File: src/rtl/swervolf_sevseg_scan_ctrl.sv
// Wishbone-mapped multiplexed seven-segment controller: per-digit enable, dp, blink,
// extended glyphs, PWM brightness and frame-synchronous shadow update of the display image.
module swervolf_sevseg_scan_ctrl #(
   parameter int N_DIGITS = 8,
   parameter int SCAN_W   = 17,
   parameter int BLINK_W  = 25
) (
   input  logic                i_clk,
   input  logic                i_rst,
   input  logic [4:0]          i_wb_adr,
   input  logic [31:0]         i_wb_dat,
   input  logic [3:0]          i_wb_sel,
   input  logic                i_wb_we,
   input  logic                i_wb_cyc,
   input  logic                i_wb_stb,
   output logic [31:0]         o_wb_rdt,
   output logic                o_wb_ack,
   output logic [N_DIGITS-1:0] o_an,
   output logic [6:0]          o_seg,
   output logic                o_dp,
   output logic                o_frame_irq
);

   localparam logic [3:0] IDX_LAST = 4'(N_DIGITS - 1);

   function automatic logic [15:0] digit_mask();
      logic [15:0] m;
      m = '0;
      for (int i = 0; i < 16; i++) m[i] = (i < N_DIGITS);
      return m;
   endfunction

   function automatic logic [63:0] nibble_mask();
      logic [63:0] m;
      m = '0;
      for (int i = 0; i < 16; i++) m[4*i +: 4] = {4{i < N_DIGITS}};
      return m;
   endfunction

   localparam logic [15:0] DIG_MASK = digit_mask();
   localparam logic [63:0] NIB_MASK = nibble_mask();

   // Byte-lane merge of write data into a register, then drop bits of absent digits.
   function automatic logic [31:0] merge(input logic [31:0] cur, input logic [31:0] dat,
                                         input logic [3:0] sel, input logic [31:0] mask);
      logic [31:0] m;
      m = cur;
      for (int b = 0; b < 4; b++) begin
         if (sel[b]) m[8*b +: 8] = dat[8*b +: 8];
      end
      return m & mask;
   endfunction

   // Segment order {a,b,c,d,e,f,g}, active-low.
   function automatic logic [6:0] decode(input logic [3:0] nib, input logic ext);
      logic [6:0] s;
      s = 7'h7F;
      if (!ext) begin
         case (nib)
            4'h0: s = 7'h01;
            4'h1: s = 7'h4F;
            4'h2: s = 7'h12;
            4'h3: s = 7'h06;
            4'h4: s = 7'h4C;
            4'h5: s = 7'h24;
            4'h6: s = 7'h20;
            4'h7: s = 7'h0F;
            4'h8: s = 7'h00;
            4'h9: s = 7'h04;
            4'hA: s = 7'h08;
            4'hB: s = 7'h60;
            4'hC: s = 7'h31;
            4'hD: s = 7'h42;
            4'hE: s = 7'h30;
            default: s = 7'h38;
         endcase
      end else begin
         case (nib)
            4'h0: s = 7'h3F;
            4'h1: s = 7'h5F;
            4'h2: s = 7'h6F;
            4'h3: s = 7'h77;
            4'h4: s = 7'h7B;
            4'h5: s = 7'h7D;
            4'h6: s = 7'h7E;
            4'h7: s = 7'h48;
            4'h8: s = 7'h71;
            4'h9: s = 7'h39;
            4'hA: s = 7'h79;
            4'hB: s = 7'h7A;
            default: s = 7'h7F;
         endcase
      end
      return s;
   endfunction

   logic [7:0]  ctrl;
   logic [31:0] enext;
   logic [63:0] dig;
   logic [31:0] dpblk;

   logic        disp_en, immediate, irq_en, blink_en;
   logic [3:0]  brightness;

   assign disp_en    = ctrl[0];
   assign immediate  = ctrl[1];
   assign irq_en     = ctrl[2];
   assign blink_en   = ctrl[3];
   assign brightness = ctrl[7:4];

   logic [15:0] sh_en, sh_ext, sh_dp, sh_blk;
   logic [63:0] sh_dig;

   logic [SCAN_W-1:0]  slot_cnt;
   logic [3:0]         idx;
   logic [BLINK_W-1:0] blink_cnt;
   logic               blink_msb;
   logic               slot_wrap, idx_last, frame_wrap;

   assign blink_msb  = blink_cnt[BLINK_W-1];
   assign slot_wrap  = &slot_cnt;
   assign idx_last   = (idx == IDX_LAST);
   assign frame_wrap = slot_wrap & idx_last;

   // Bus request: one acknowledged beat, then at least one idle cycle before the next.
   logic       wb_req, wb_wr;
   logic [2:0] wb_word;

   assign wb_req  = i_wb_cyc & i_wb_stb & ~o_wb_ack;
   assign wb_wr   = wb_req & i_wb_we;
   assign wb_word = i_wb_adr[4:2];

   logic [31:0] ctrl_wr, enext_wr, dig_lo_wr, dig_hi_wr, dpblk_wr;

   assign ctrl_wr   = merge({24'h0, ctrl}, i_wb_dat, i_wb_sel, 32'h0000_00FF);
   assign enext_wr  = merge(enext, i_wb_dat, i_wb_sel, {DIG_MASK, DIG_MASK});
   assign dig_lo_wr = merge(dig[31:0], i_wb_dat, i_wb_sel, NIB_MASK[31:0]);
   assign dig_hi_wr = merge(dig[63:32], i_wb_dat, i_wb_sel, NIB_MASK[63:32]);
   assign dpblk_wr  = merge(dpblk, i_wb_dat, i_wb_sel, {DIG_MASK, DIG_MASK});

   logic unused_bits;
   assign unused_bits = ^{i_wb_adr[1:0], ctrl_wr[31:8]};

   logic [31:0] rd_data;

   always_comb begin
      rd_data = 32'h0;
      case (wb_word)
         3'd0: rd_data = {24'h0, ctrl};
         3'd1: rd_data = enext;
         3'd2: rd_data = dig[31:0];
         3'd3: rd_data = dig[63:32];
         3'd4: rd_data = dpblk;
         3'd5: begin
            rd_data[3:0] = idx;
            rd_data[8]   = blink_msb;
         end
         default: rd_data = 32'h0;
      endcase
   end

   always_ff @(posedge i_clk) begin
      if (i_rst) begin
         o_wb_ack <= 1'b0;
         o_wb_rdt <= 32'h0;
         ctrl     <= 8'h0;
         enext    <= 32'h0;
         dig      <= 64'h0;
         dpblk    <= 32'h0;
      end else begin
         o_wb_ack <= wb_req;
         if (wb_req) o_wb_rdt <= rd_data;
         if (wb_wr) begin
            case (wb_word)
               3'd0: ctrl       <= ctrl_wr[7:0];
               3'd1: enext      <= enext_wr;
               3'd2: dig[31:0]  <= dig_lo_wr;
               3'd3: dig[63:32] <= dig_hi_wr;
               3'd4: dpblk      <= dpblk_wr;
               default: ;
            endcase
         end
      end
   end

   // Scan counters run regardless of disp_en so the frame timing never drifts.
   always_ff @(posedge i_clk) begin
      if (i_rst) begin
         slot_cnt  <= '0;
         idx       <= 4'h0;
         blink_cnt <= '0;
      end else begin
         slot_cnt  <= slot_cnt + SCAN_W'(1);
         blink_cnt <= blink_cnt + BLINK_W'(1);
         if (slot_wrap) idx <= idx_last ? 4'h0 : idx + 4'h1;
      end
   end

   // The display image only changes at the frame seam unless immediate mode is on.
   always_ff @(posedge i_clk) begin
      if (i_rst) begin
         sh_en  <= 16'h0;
         sh_ext <= 16'h0;
         sh_dig <= 64'h0;
         sh_dp  <= 16'h0;
         sh_blk <= 16'h0;
      end else if (frame_wrap || immediate) begin
         sh_en  <= enext[15:0];
         sh_ext <= enext[31:16];
         sh_dig <= dig;
         sh_dp  <= dpblk[15:0];
         sh_blk <= dpblk[31:16];
      end
   end

   logic [3:0]          nib, phase;
   logic                lit;
   logic [N_DIGITS-1:0] an_nxt;
   logic [6:0]          seg_nxt;
   logic                dp_nxt;

   always_comb begin
      nib     = sh_dig[{idx, 2'b00} +: 4];
      phase   = slot_cnt[SCAN_W-1 -: 4];
      lit     = disp_en & sh_en[idx] & (phase <= brightness) &
                ~(blink_en & sh_blk[idx] & blink_msb);
      an_nxt  = '1;
      for (int i = 0; i < N_DIGITS; i++) an_nxt[i] = ~(lit & (idx == 4'(i)));
      seg_nxt = lit ? decode(nib, sh_ext[idx]) : 7'h7F;
      dp_nxt  = lit ? ~sh_dp[idx] : 1'b1;
   end

   always_ff @(posedge i_clk) begin
      if (i_rst) begin
         o_an        <= '1;
         o_seg       <= 7'h7F;
         o_dp        <= 1'b1;
         o_frame_irq <= 1'b0;
      end else begin
         o_an        <= an_nxt;
         o_seg       <= seg_nxt;
         o_dp        <= dp_nxt;
         o_frame_irq <= frame_wrap & irq_en;
      end
   end

endmodule

File: config.mk
export PLATFORM = sky130hd
export DESIGN_NAME = swervolf_sevseg_scan_ctrl
export DESIGN_NICKNAME = d
export VERILOG_FILES = /design/src/rtl/swervolf_sevseg_scan_ctrl.sv
export SDC_FILE = /design/constraint.sdc
export NUM_CORES = 1
export LEC_CHECK = 0
export BUFFER_PORTS_ARGS = -buffer_cell sky130_fd_sc_hd__buf_2
export CORE_MARGIN = 3
export CORE_UTILIZATION = 59
export CTS_CLUSTER_DIAMETER = 80
export DETAILED_ROUTE_END_ITERATION = 7
export GPL_TIMING_DRIVEN = 0
export HOLD_SLACK_MARGIN = 0.05
export PLACE_DENSITY = 0.88
export SYNTH_ARGS = -nofsm -noshare
export SYNTH_HDL_FRONTEND = slang
export SYNTH_SLANG_ARGS = --single-unit
File: constraint.sdc
create_clock -name i_clk -period 3.66 [get_ports i_clk]
set_clock_uncertainty 0.15 [all_clocks]
set_input_delay 0.732 -clock i_clk [delete_from_list [all_inputs] [get_ports i_clk]]
set_output_delay 0.732 -clock i_clk [all_outputs]
set_load 0.01 [all_outputs]
Yosys cells after proc, flatten, opt, wreduce, memory -nomap -nowiden. Memory sizes are Yosys's and may differ from the RTL's. Index checks and enable logic that the tools add are counted.

$add $sub $neg: 3. $mul: 0. Divide/modulo/power cells: 0. $lt $le $gt $ge: 2. Equality and inequality tests: 11. Shifts and indexed selects: 1. Mux-type cells: 14. Bitwise gates (word level): 30. Reduce and logical (&&, ||, !) cells: 14.

Operators with widths (count): $pmux W23 S3 (1); $shiftx A64 B7 Y4 (1); $reduce_and A3 Y1 (9); $add A25 B1 Y25 const B (1); $pmux W4 S5 (1); $and A1 B1 Y1 (18); $add A17 B1 Y17 const B (1); $reduce_and A17 Y1 (1); $bmux W1 S4 (4); $eq A4 B3 Y1 const B (4); $pmux W4 S4 (1); $not A1 Y1 (12); $eq A4 B2 Y1 const B (2); $mux W7 (1); $eq A3 B3 Y1 const B (2); $lt A4 B5 Y1 const B (1); $add A4 B1 Y4 const B (1); $eq A4 B1 Y1 const B (1); $le A4 B4 Y1 (1); $logic_not A4 Y1 (1); $mux W1 (4); $mux W4 (1); $eq A3 B1 Y1 const B (1); $eq A3 B2 Y1 const B (1); other kinds (4) (4).

Flip-flop bits (word level): 232. Bits in latches: 0. Memory bits (writable): 0. Memory bits (read-only): 224. Input port bits: 46. Output and inout port bits: 50. Word-level logic and storage cells: 100. Memories: 2.

Memories: (name not given) (words 16, width 7, rd ports 1, clocked after memory_dff 0, write ports 0, line 59) `case (nib)`; (name not given) (words 16, width 7, rd ports 1, clocked after memory_dff 0, write ports 0, line 78) `case (nib)`.

Logic depth before layout (Yosys ltp).
Word-level depth: 8. Gate-level depth with buffers: 12. Gate-level depth less buffers: 9.

Worst setup path before layout. Ideal clock, no wire load.

Path kind: register to register. Start: register idx[1]. End: register o_seg[5]. Setup time: 0.123 ns. Data arrival time: 2.316 ns. Required time: 3.387 ns. Setup slack: 1.071 ns. Cell stages (with the launch flop): 12. Buffers on the path: 2. Period minus slack after synthesis: 2.589 ns. Path through: dfxtp_1 buf_6 buf_12 mux2i_1 a22oi_1 o211ai_2 nor2_1 inv_1 ha_1 or2_1 a311oi_1 o21ai_1.

Word-level cells in the longest chain between the ends: 8. Elaborated cells between the ends (all ways): 18. Classes of those cells: 1 x shift; 7 x mux; 7 x bitwise; 1 x reduce/logical; 2 x memory.

RTL lines: from (decl) (line 115) `logic [3:0] idx;`; from (signal assigned) (line 195) `if (slot_wrap) idx <= idx_last ? 4'h0 : idx + 4'h1;`; branches (longest 8 deep; another with $mem_v2 Z16 W7); to (signal assigned) (line 241) `o_seg <= seg_nxt;`; to (decl) (line 19) `output logic [6:0] o_seg,`.

Several ways; the timed one is not identified. The select of a mux whose other input is x is not followed. A chain may end at the register's enable or synchronous reset.

Worst setup path in the final report.
Start: register slot_cnt[0]. End: register sh_dig[0].

Word-level cells in the longest chain between the ends: 3.

RTL lines: from (decl) (line 114) `logic [SCAN_W-1:0] slot_cnt;`; from (signal assigned) (line 193) `slot_cnt <= slot_cnt + SCAN_W'(1);`; $reduce_and A17 Y1 (line 121) `assign slot_wrap = &slot_cnt;`; named net slot_wrap (line 118) `logic slot_wrap, idx_last, frame_wrap;`; $and A1 B1 Y1 (line 123) `assign frame_wrap = slot_wrap & idx_last;`; $logic_or A1 B1 Y1 (line 207) `end else if (frame_wrap || immediate) begin`; to (signal assigned) (line 210) `sh_dig <= dig;`; to (decl) (line 112) `logic [63:0] sh_dig;`.

The timed path passes the listed nets, and every way through them passes these cells.

==> flow_summary.toml <==
[clock_network]
cts_root_buf = "clkbuf_16"
cts.sink_count = 232
cts-buffers-inserted = 24
hold_buffers = 0
postCtsSetupBuffers = 0
htreeDepth = 1
clk_path_buf_depth = 3
insertion_delay_ns = 0.52
clkSlewWorstSetupHoldPaths_ns = 0.06
cts_tree = "yes"
cts_resized = 0

[place]
io_buffers = 88
dpl.hpwl_um = 20200
gp_congestion = 0.937
dp_cells = 1460
placed_area_mm2 = 0.0107

[drt]
wl_met1_um = 10700
wire_per_inst_um = 18.8
antenna_left = 0
top_layer = "met4"
wl_met2_um = 13200
drt_wl_total_um = 28200
vias = 9107
drt_first_iter_violations = 1099
drtPass1Iterations = 5
dr_wl_met3_um = 2820
drc = 0
vias_per_cell = 6.06

[worst_setup_path]
slowest_delay_ns = 0.36
slowest_stage = "dfxtp_1"
path_max_fanout = 10
crit_required_ns = 3.95
ff2ff_setup_slack_ns = 0.59
arrival_ns = 3.36
worstSetupStartpoint = "slot_cnt[0]"
endpoint_kind = "flip-flop"
startpoint_type = "flip-flop"
worstReg2RegStart = "slot_cnt[0]"
crit_type = "reg -> reg"
crit_chain = "ha_1, nand3_1, nor3_1, and3_1, ha_1, clkbuf_1, a31o_2, buf_2, buf_2, nand2_1, a21oi_1"

[power]
ir_worst_vdd_mv = 0.409
finalPower_mw = 5.16
p_leak_nw = 4.14
cellPowerDensity_mw_per_mm2 = 449

[finish]
syn_to_final_growth_pct = 15.0
final_cell_count_no_fill = 1504
layout_commonest_cell = "dfxtp_1"
mostFrequentLayoutCells = "232 x dfxtp_1, 210 x nand2_1, 127 x a21oi_1"
n_antenna_cell = 0
layout.nets = 1333
nFillCells = 1214
layout-drive-gt1-share_pct = 14.8
post-route-cell-area_mm2 = 0.0115

[synth]
synth.avg_cell_area_um2 = 8.65
ys_ff_latch = 232
synthArstFlopShare_pct = 0
yosys_warnings = 0
syn_nets = 1219
netlist_instances = 1156
yosys.area.top_type = "dfxtp_1"
synth_area_leaders = "dfxtp_1 46%, nand2_1 7.9%, mux2i_1 6.6%"
netlist.area_leader.share_pct = 46.4
synthFlopType = "dfxtp_1"
synth_seq_area_share_pct = 46.4
syn-cell-area_mm2 = 0.0100
synth_cell_types = 65
synth-edff-count = 0

[timing]
period_share_pct = 83.9
finalMaxSlewViolations = 0
setup_violations = 0
setup_tns_ns = 0
tightest_slew_ns = 1.03
hold_viol_final = 0
fin_crit_ns = 3.07
fmax_mhz = 326
slew_headroom_pct = 30.5
grt_setup_unrepaired = "no"

[global_route]
antenna_found_initial = 0
grt_use_total_pct = 30.1
grt.overflow.total = 0
grt_pass1_wl_um = 44100
grt_pass1_vias = 8529
grt_max_degree = 15

[floorplan]
start_util_pct = 61.6
die_h_um = 136
design.core.area_mm2 = 0.0162
die_x_um = 136
die_area_mm2 = 0.0186
rows = 46
num_io_pins = 96

[hold_path]
hp-class = "reg -> reg"
min_from = "slot_cnt[0]"

[status]
status = "complete, no violations"

[run]
maxCapViolCount = 0
==> cell type report <==
| type | count | area [um2] | area share [%] |
|---|---|---|---|
| buffer | 80 | 398 | 3.46 |
| clock buffer | 32 | 691 | 6.00 |
| clock inverter | 12 | 103 | 0.892 |
| inverter | 16 | 60.1 | 0.522 |
| multi-input combinational | 828 | 4900 | 42.6 |
| sequential | 232 | 4640 | 40.4 |
| tap | 216 | 270 | 2.35 |
| timing repair buffer | 88 | 440 | 3.83 |
==> layer usage <==
| metal | up-vias | global-route usage (%) |
|---|---|---|
| met4 | 0 | 14.8 |
| met2 | 513 | 49.2 |
| li1 | 4211 | - |
| met3 | 100 | 5.59 |
| met1 | 4283 | 38.4 |
| met5 | - | 0 |
==> sequential cells by signal, summed over array words and instances (netlist names) <==
signal and cells:
dig 32, o_wb_rdt 32, sh_dig 32, blink_cnt 25, slot_cnt 17, dpblk 16
enext 16, ctrl 8, o_an 8, sh_blk 8, sh_dp 8, sh_en 8
sh_ext 8, o_seg 7, idx 4, o_dp 1, o_frame_irq 1, o_wb_ack 1
==> power by group <==
part | switching (mW) | internal (mW)
clock | 1.02 | 1.40
sequential | 0.0124 | 2.54
combinational | 0.141 | 0.0521
total | 1.17 | 3.99
==> worst paths after layout <==
check,cells after the start,to
max,11,sh_dig[0]
min,1,slot_cnt[0]
max reg2reg,11,sh_dig[0]
min reg2reg,1,slot_cnt[0]
==> stage by stage <==
stage | hold slack [ns] | util (%) | worst slack [ns]
floorplan | 0.263 | - | 1.07
global placement | 0.277 | 66.0 | 0.727
detailed placement | 0.291 | 66.0 | 0.674
CTS | 0.298 | 70.9 | 0.622
global route | 0.303 | 70.9 | 0.390
finish | 0.299 | 70.9 | 0.588
==> worst max-delay path, delay by kind of cell, from the launching register on <==
family                   cells  cell delay (ns)
flip-flops                   1             0.36
AO/OA/AOI/OAI                2             0.39
buffers and inverters        3             0.83
AND/OR/NAND/NOR              4             0.85
adder cells (fa/ha/maj)      2             0.42
==> logic make-up (layout without fill, tap and decap cells) <==
group           count (synthesis)  after routing  share of synthesized area [%]
mux                            81             81                           9.23
simple gates                  475            475                           21.3
buf+inv                        96            228                           4.58
compound gates                223            223                           13.5
xor+xnor                       32             32                           2.80
flops                         232            232                           46.4
fa+ha+maj                      17             17                           2.13
==> Yosys cell counts, types with 4 or more instances <==
master and instances:
and3_1 8, mux4_2 8, nand2_1 210, buf_1 6, o21ai_0 25, dfxtp_1 232, ha_1 17, xor2_1 19
nand4_1 6, nor2b_1 11, a21oi_1 127, buf_2 18, o221ai_1 4, clkbuf_1 44, nor2_1 123, mux2_2 4
nand3_1 64, nor3_1 9, o21ai_1 4, or3_1 11, nand3b_1 8, mux2i_1 66, o211ai_1 7, xnor2_1 13
inv_1 16, a22oi_1 33, buf_6 6
Note: power is estimated with default switching activity, not from simulation.
